==> config.mk <==
export PLATFORM = sky130hd
export DESIGN_NAME = lutram_fifo64
export DESIGN_NICKNAME = d
export VERILOG_FILES = /design/src/rtl/lutram_pkg.sv /design/src/rtl/lutram_fifo64_ram64x1d.sv /design/src/rtl/lutram_fifo64.sv
export SDC_FILE = /design/constraint.sdc
export NUM_CORES = 1
export LEC_CHECK = 0
export ABC_AREA = 1
export CORE_MARGIN = 5
export CORE_UTILIZATION = 56
export CTS_CLUSTER_DIAMETER = 200
export DETAILED_ROUTE_END_ITERATION = 7
export HOLD_SLACK_MARGIN = 0.03
export PLACE_DENSITY = 0.75
export SLEW_MARGIN = 20
export SYNTH_ARGS = -nofsm -noshare
export SYNTH_HDL_FRONTEND = slang
export SYNTH_SLANG_ARGS = --single-unit
==> constraint.sdc <==
create_clock -name CLK -period 3.1 [get_ports CLK]
set_input_delay 0.62 -clock CLK [delete_from_list [all_inputs] [get_ports CLK]]
set_output_delay 0.62 -clock CLK [all_outputs]
set_load 0.03 [all_outputs]
==> src/rtl/lutram_pkg.sv <==
// -----------------------------------------------------------------------------
// lutram_pkg
// Shared sizing constants for the 64-deep distributed-RAM FIFO.
//   DEPTH  : number of FIFO entries (one per LUT RAM address)
//   ADDR_W : RAM address / pointer width
//   CNT_W  : occupancy counter width, wide enough to hold 0..DEPTH
// -----------------------------------------------------------------------------
package lutram_pkg;

    localparam int DEPTH  = 64;
    localparam int ADDR_W = 6;
    localparam int CNT_W  = 7;

endpackage : lutram_pkg

==> src/rtl/lutram_fifo64_ram64x1d.sv <==
// -----------------------------------------------------------------------------
// lutram_fifo64_ram64x1d
// Behavioural model of a 64x1 dual-port distributed RAM primitive: one
// synchronous write port and two asynchronous read ports.
// Ports:
//   WCLK  in   write clock (rising edge)
//   WE    in   write strobe
//   A     in   6-bit read/write address (write port + single-port read)
//   D     in   write data bit
//   DPRA  in   6-bit dual-port read address
//   SPO   out  asynchronous read of mem[A]
//   DPO   out  asynchronous read of mem[DPRA]
// The array has no reset, exactly like the hardware LUT RAM.
// -----------------------------------------------------------------------------
module lutram_fifo64_ram64x1d
    import lutram_pkg::*;
(
    input  logic              WCLK,
    input  logic              WE,
    input  logic [ADDR_W-1:0] A,
    input  logic              D,
    input  logic [ADDR_W-1:0] DPRA,
    output logic              SPO,
    output logic              DPO
);

    logic [DEPTH-1:0] mem_q;

    always_ff @(posedge WCLK) begin
        if (WE) begin
            mem_q[A] <= D;
        end
    end

    assign SPO = mem_q[A];
    assign DPO = mem_q[DPRA];

endmodule : lutram_fifo64_ram64x1d

==> src/rtl/lutram_fifo64.sv <==
// -----------------------------------------------------------------------------
// lutram_fifo64
// 64-entry synchronous FIFO in standard (non-FWFT) read mode, built from
// WIDTH slices of a 64x1 dual-port distributed RAM.
// Parameters:
//   WIDTH               data width, 1..64
//   ALMOST_FULL_OFFSET  ALMOST_FULL  when COUNT >= 64 - offset, 1..63
//   ALMOST_EMPTY_OFFSET ALMOST_EMPTY when COUNT <= offset, 1..63
//   DO_INIT             value of DO after reset
// Ports:
//   CLK           in   clock, rising edge
//   RST           in   synchronous active-high reset (flushes the FIFO)
//   WE / DI       in   write request / write data
//   RE            in   read request
//   DO            out  registered read data, valid the cycle after an accepted RE
//   FULL, EMPTY   out  64 / 0 entries stored
//   ALMOST_FULL   out  see ALMOST_FULL_OFFSET
//   ALMOST_EMPTY  out  see ALMOST_EMPTY_OFFSET
//   COUNT         out  occupancy 0..64
//   WRERR, RDERR  out  one-cycle pulses for rejected write / read
// -----------------------------------------------------------------------------
module lutram_fifo64
    import lutram_pkg::*;
#(
    parameter int               WIDTH               = 8,
    parameter int               ALMOST_FULL_OFFSET  = 4,
    parameter int               ALMOST_EMPTY_OFFSET = 4,
    parameter logic [WIDTH-1:0] DO_INIT             = '0
) (
    input  logic             CLK,
    input  logic             RST,
    input  logic             WE,
    input  logic [WIDTH-1:0] DI,
    input  logic             RE,
    output logic [WIDTH-1:0] DO,
    output logic             FULL,
    output logic             EMPTY,
    output logic             ALMOST_FULL,
    output logic             ALMOST_EMPTY,
    output logic [CNT_W-1:0] COUNT,
    output logic             WRERR,
    output logic             RDERR
);

    localparam logic [CNT_W-1:0] CNT_FULL  = CNT_W'(DEPTH);
    localparam logic [CNT_W-1:0] CNT_AFULL = CNT_W'(DEPTH - ALMOST_FULL_OFFSET);
    localparam logic [CNT_W-1:0] CNT_AEMPT = CNT_W'(ALMOST_EMPTY_OFFSET);

    logic [ADDR_W-1:0] wr_ptr_q, wr_ptr_d;
    logic [ADDR_W-1:0] rd_ptr_q, rd_ptr_d;
    logic [CNT_W-1:0]  count_q,  count_d;
    logic              full_q,   full_d;
    logic              empty_q,  empty_d;
    logic              afull_q,  afull_d;
    logic              aempty_q, aempty_d;
    logic              wrerr_q,  wrerr_d;
    logic              rderr_q,  rderr_d;
    logic [WIDTH-1:0]  do_q,     do_d;

    logic              wr_acc;
    logic              rd_acc;
    logic [WIDTH-1:0]  ram_dpo;
    logic [WIDTH-1:0]  ram_spo_unused;

    // Accept decisions use last cycle's registered flags, so a full FIFO
    // can still take a write in the same cycle only via the read freeing a
    // slot on the following edge -- never within the same edge.
    assign wr_acc = WE & ~full_q;
    assign rd_acc = RE & ~empty_q;

    genvar gi;
    generate
        for (gi = 0; gi < WIDTH; gi++) begin : g_slice
            lutram_fifo64_ram64x1d u_ram (
                .WCLK (CLK),
                .WE   (wr_acc),
                .A    (wr_ptr_q),
                .D    (DI[gi]),
                .DPRA (rd_ptr_q),
                .SPO  (ram_spo_unused[gi]),
                .DPO  (ram_dpo[gi])
            );
        end
    endgenerate

    always_comb begin
        wr_ptr_d = wr_ptr_q;
        rd_ptr_d = rd_ptr_q;
        do_d     = do_q;

        // Pointers wrap naturally at 64; fullness comes from count_q only.
        if (wr_acc) begin
            wr_ptr_d = wr_ptr_q + 1'b1;
        end
        if (rd_acc) begin
            rd_ptr_d = rd_ptr_q + 1'b1;
            do_d     = ram_dpo;
        end

        count_d  = count_q + CNT_W'(wr_acc) - CNT_W'(rd_acc);

        // Flags are computed from the next count so they are exact right
        // after the edge rather than one cycle late.
        full_d   = (count_d == CNT_FULL);
        empty_d  = (count_d == '0);
        afull_d  = (count_d >= CNT_AFULL);
        aempty_d = (count_d <= CNT_AEMPT);

        wrerr_d  = WE & full_q;
        rderr_d  = RE & empty_q;
    end

    always_ff @(posedge CLK) begin
        if (RST) begin
            wr_ptr_q <= '0;
            rd_ptr_q <= '0;
            count_q  <= '0;
            full_q   <= 1'b0;
            empty_q  <= 1'b1;
            afull_q  <= 1'b0;
            aempty_q <= 1'b1;
            wrerr_q  <= 1'b0;
            rderr_q  <= 1'b0;
            do_q     <= DO_INIT;
        end else begin
            wr_ptr_q <= wr_ptr_d;
            rd_ptr_q <= rd_ptr_d;
            count_q  <= count_d;
            full_q   <= full_d;
            empty_q  <= empty_d;
            afull_q  <= afull_d;
            aempty_q <= aempty_d;
            wrerr_q  <= wrerr_d;
            rderr_q  <= rderr_d;
            do_q     <= do_d;
        end
    end

    assign DO           = do_q;
    assign FULL         = full_q;
    assign EMPTY        = empty_q;
    assign ALMOST_FULL  = afull_q;
    assign ALMOST_EMPTY = aempty_q;
    assign COUNT        = count_q;
    assign WRERR        = wrerr_q;
    assign RDERR        = rderr_q;

endmodule : lutram_fifo64

==> flow_metrics.py <==
metrics = {
    "sta": {
        "slew_viol_final": 0,
        "finalClockSkew_ns": 0.0144,
        "hold_ws_ns": 0.460,
        "max_freq_mhz": 391,
        "fin_setup_tns_ns": 0,
        "finalCritPeriodShare": 0.826,
        "maxSlewHeadroom": 0.247,
        "hold_viol": 0,
        "worst_pin_slew_ns": 1.13,
        "rsz0062_at_grt": "no",
        "min_period_ns": 2.56,
        "setup_violations": 0,
    },
    "worst_hold_path": {
        "hp-class": "flip-flop to flip-flop",
        "min_path_cells": 2,
    },
    "cts": {
        "cts_tree": "done",
        "cts_root_buf": "clkbuf_16",
        "numCtsBuffers": 52,
        "clkTransAtPathRegs_ns": 0.06,
        "cts.sinks": 545,
        "cts_setup_buffers": 0,
        "ctsResizeCount": 0,
        "hold_buffers": 0,
        "clockBufferDepth": 3,
        "clock_latency_ns": 0.58,
        "ctsHtreeMaxLevel": 2,
    },
    "power_and_ir_drop": {
        "power_frac_clock": 0.369,
        "combPwrFrac": 0.136,
        "p_int_mw": 12.4,
        "seqPwrFrac": 0.496,
        "power_density_nw_per_um2": 641,
        "netSwitchingFraction": 0.252,
        "vdd_drop_max_v": 0.000670,
        "p_leak_nw": 10.0,
        "power_switching_mw": 4.18,
    },
    "synth": {
        "synth_warnings": 0,
        "synthCells": 2172,
        "synth_seq_area_share": 0.699,
        "ys_seq_elements": 545,
        "syn_avg_cell_area_um2": 10.6,
        "yosysUniqueCellTypes": 31,
        "syn_area_um2": 22900,
        "syn_nets": 2194,
    },
    "drt": {
        "num_vias": 15800,
        "antenna_left": 0,
        "avgViaCountPerCell": 5.59,
        "wirelength_um": 55300,
        "dr.pass1.iters": 6,
        "avgRoutedWirePerCell_um": 19.6,
        "drc_errors": 0,
        "dr.first_iter.drc_count": 1897,
    },
    "placed_design": {
        "io_buffers": 32,
        "dpl_cell_area_um2": 24300,
        "dpl.cell_count": 2731,
        "gp_congestion": 0.897,
        "dp_hpwl_um": 33600,
    },
    "floorplan": {
        "fp.coreArea_um2": 40600,
        "die_x_um": 212,
        "die_h_um": 212,
        "initial_core_util": 0.564,
        "row_count": 74,
        "dieArea_um2": 45100,
        "ios": 33,
    },
    "finish": {
        "antenna_cells": 0,
        "fillCellCount": 3001,
        "regArea_um2": 16000,
        "multi_input_area_um2": 5710,
        "final_util": 0.637,
        "area_delta_synth_final_pct": 12.9,
        "final_common_cell": "nand2_1",
        "final_area_um2": 25900,
        "fin_cells": 2826,
        "drive_above_1_share": 0.0837,
        "final_cell_mix": "663 x nand2_1, 512 x edfxtp_1, 288 x nand3_1, 247 x nor2_1, 169 x inv_1",
        "layout.nets": 2275,
    },
    "worst_setup_path": {
        "crit_path_start_kind": "input port",
        "crit_fanout": 3,
        "worstSetupPathType": "input port to flip-flop",
        "worstRegToRegCells": 11,
        "endpoint_kind": "flip-flop",
        "worstPathArrival_ns": 3.06,
        "worstPathRequired_ns": 3.60,
    },
    "run": {
        "drv_cap": 0,
    },
    "global_route": {
        "antenna_found_initial": 0,
        "grt.overflow.total": 0,
        "track_usage": 0.247,
        "grt_max_degree": 186,
        "grt_pass1_vias": 15300,
        "grt_pass1_wl_um": 85300,
    },
    "outcome": {
        "status": "completed",
    },
}
-- layout make-up --
type                    instances  area share
flip-flops and latches        545       0.619
multi-input cells            1341       0.220
clock buffers                  70      0.0544
repair buffers                137      0.0456
inverters                     176      0.0258
well taps                     532      0.0257
clock inverters                25     0.00898
-- layer usage --
metal | vias to the layer above | track usage | part of all wire | routed length (um)
met2 | 763 | 0.393 | 0.47 | 26000
met4 | 0 | 0.0920 | 0.038 | 2100
met5 | - | 0 | 0 | 0
met3 | 139 | 0.0474 | 0.10 | 5550
met1 | 7487 | 0.343 | 0.39 | 21600
li1 | 7421 | - | - | -
-- final timing paths --
| kind | from | to | slack (ns) |
|---|---|---|---|
| worst max register to register | rd_ptr_q[1] | DO[5] | 0.64 |
| worst min register to register | EMPTY | RDERR | 0.46 |
| worst max-delay path | WE | FULL | 0.54 |
| worst min-delay path | EMPTY | RDERR | 0.46 |
-- power groups by stage --
stage / combinational (mW) / sequential, mW / clock, mW
3_3_place_gp: 2.18 / 8.38 / 0
4_1_cts: 2.25 / 8.22 / 6.18
5_1_grt: 2.49 / 8.23 / 6.51
6_report: 2.25 / 8.22 / 6.12
2_1_floorplan: 1.32 / 8.48 / 0
3_5_place_dp: 2.22 / 8.38 / 0
-- Yosys cell counts --
master	number	area share
nand3b_1	1	0.00033
dfxtp_1	33	0.029
a21oi_1	44	0.0096
nor4_1	1	0.00027
buf_6	2	0.00098
fa_1	1	0.00087
xor2_1	2	0.00076
buf_1	8	0.0013
nor3_1	15	0.0033
o21ai_1	1	0.00022
inv_1	169	0.028
edfxtp_1	512	0.67
inv_2	3	0.00049
o211ai_1	1	0.00033
buf_4	9	0.0029
nor3b_1	1	0.00033
ha_1	9	0.0049
nand4_1	3	0.00082
nand3_1	288	0.063
a31oi_1	1	0.00027
a211oi_1	1	0.00033
o21a_1	1	0.00033
buf_2	60	0.013
xnor2_1	4	0.0015
nor4_2	1	0.00055
clkbuf_1	31	0.0051
clkinv_1	4	0.00065
nor2_1	247	0.040
nor2_2	1	0.00027
o21ai_0	55	0.012
nand2_1	663	0.11
-- sequential cells by signal (all words and copies together), names as in the netlist --
register,count
RDERR,1
ALMOST_FULL,1
FULL,1
DO,8
wr_ptr_q,6
COUNT,7
ALMOST_EMPTY,1
EMPTY,1
WRERR,1
rd_ptr_q,6
g_slice.u_ram.mem_q,512
-- critical path, stage by stage --
cell and delay, ns:
clkdlybuf4s50_1 0.48, inv_1 0.05, nor2_2 0.09, inv_1 0.06, ha_1 0.27, inv_1 0.04, ha_1 0.20, fa_1 0.40
nand3_1 0.10, nand2_1 0.08, nand2_1 0.06, nand2_1 0.05, a21oi_1 0.16, inv_1 0.06, nand2_1 0.07, nand3_1 0.10
nor3_1 0.17
-- stage by stage --
stage / power, mW / worst slack [ns]
2_1_floorplan: 9.80 / 0.131
3_3_place_gp: 10.6 / -0.0343
3_5_place_dp: 10.6 / -0.0496
4_1_cts: 16.7 / 0.562
5_1_grt: 17.2 / 0.351
6_report: 16.6 / 0.541
-- cells by family after synthesis --
logic type / count (synthesis) / synth area share
compound gates: 104 / 0.0231
buf+inv: 286 / 0.0522
simple gates: 1221 / 0.218
xor+xnor: 6 / 0.00229
flops: 545 / 0.699
fa+ha+maj: 10 / 0.00578
Note: power is estimated with default switching activity, not from simulation.
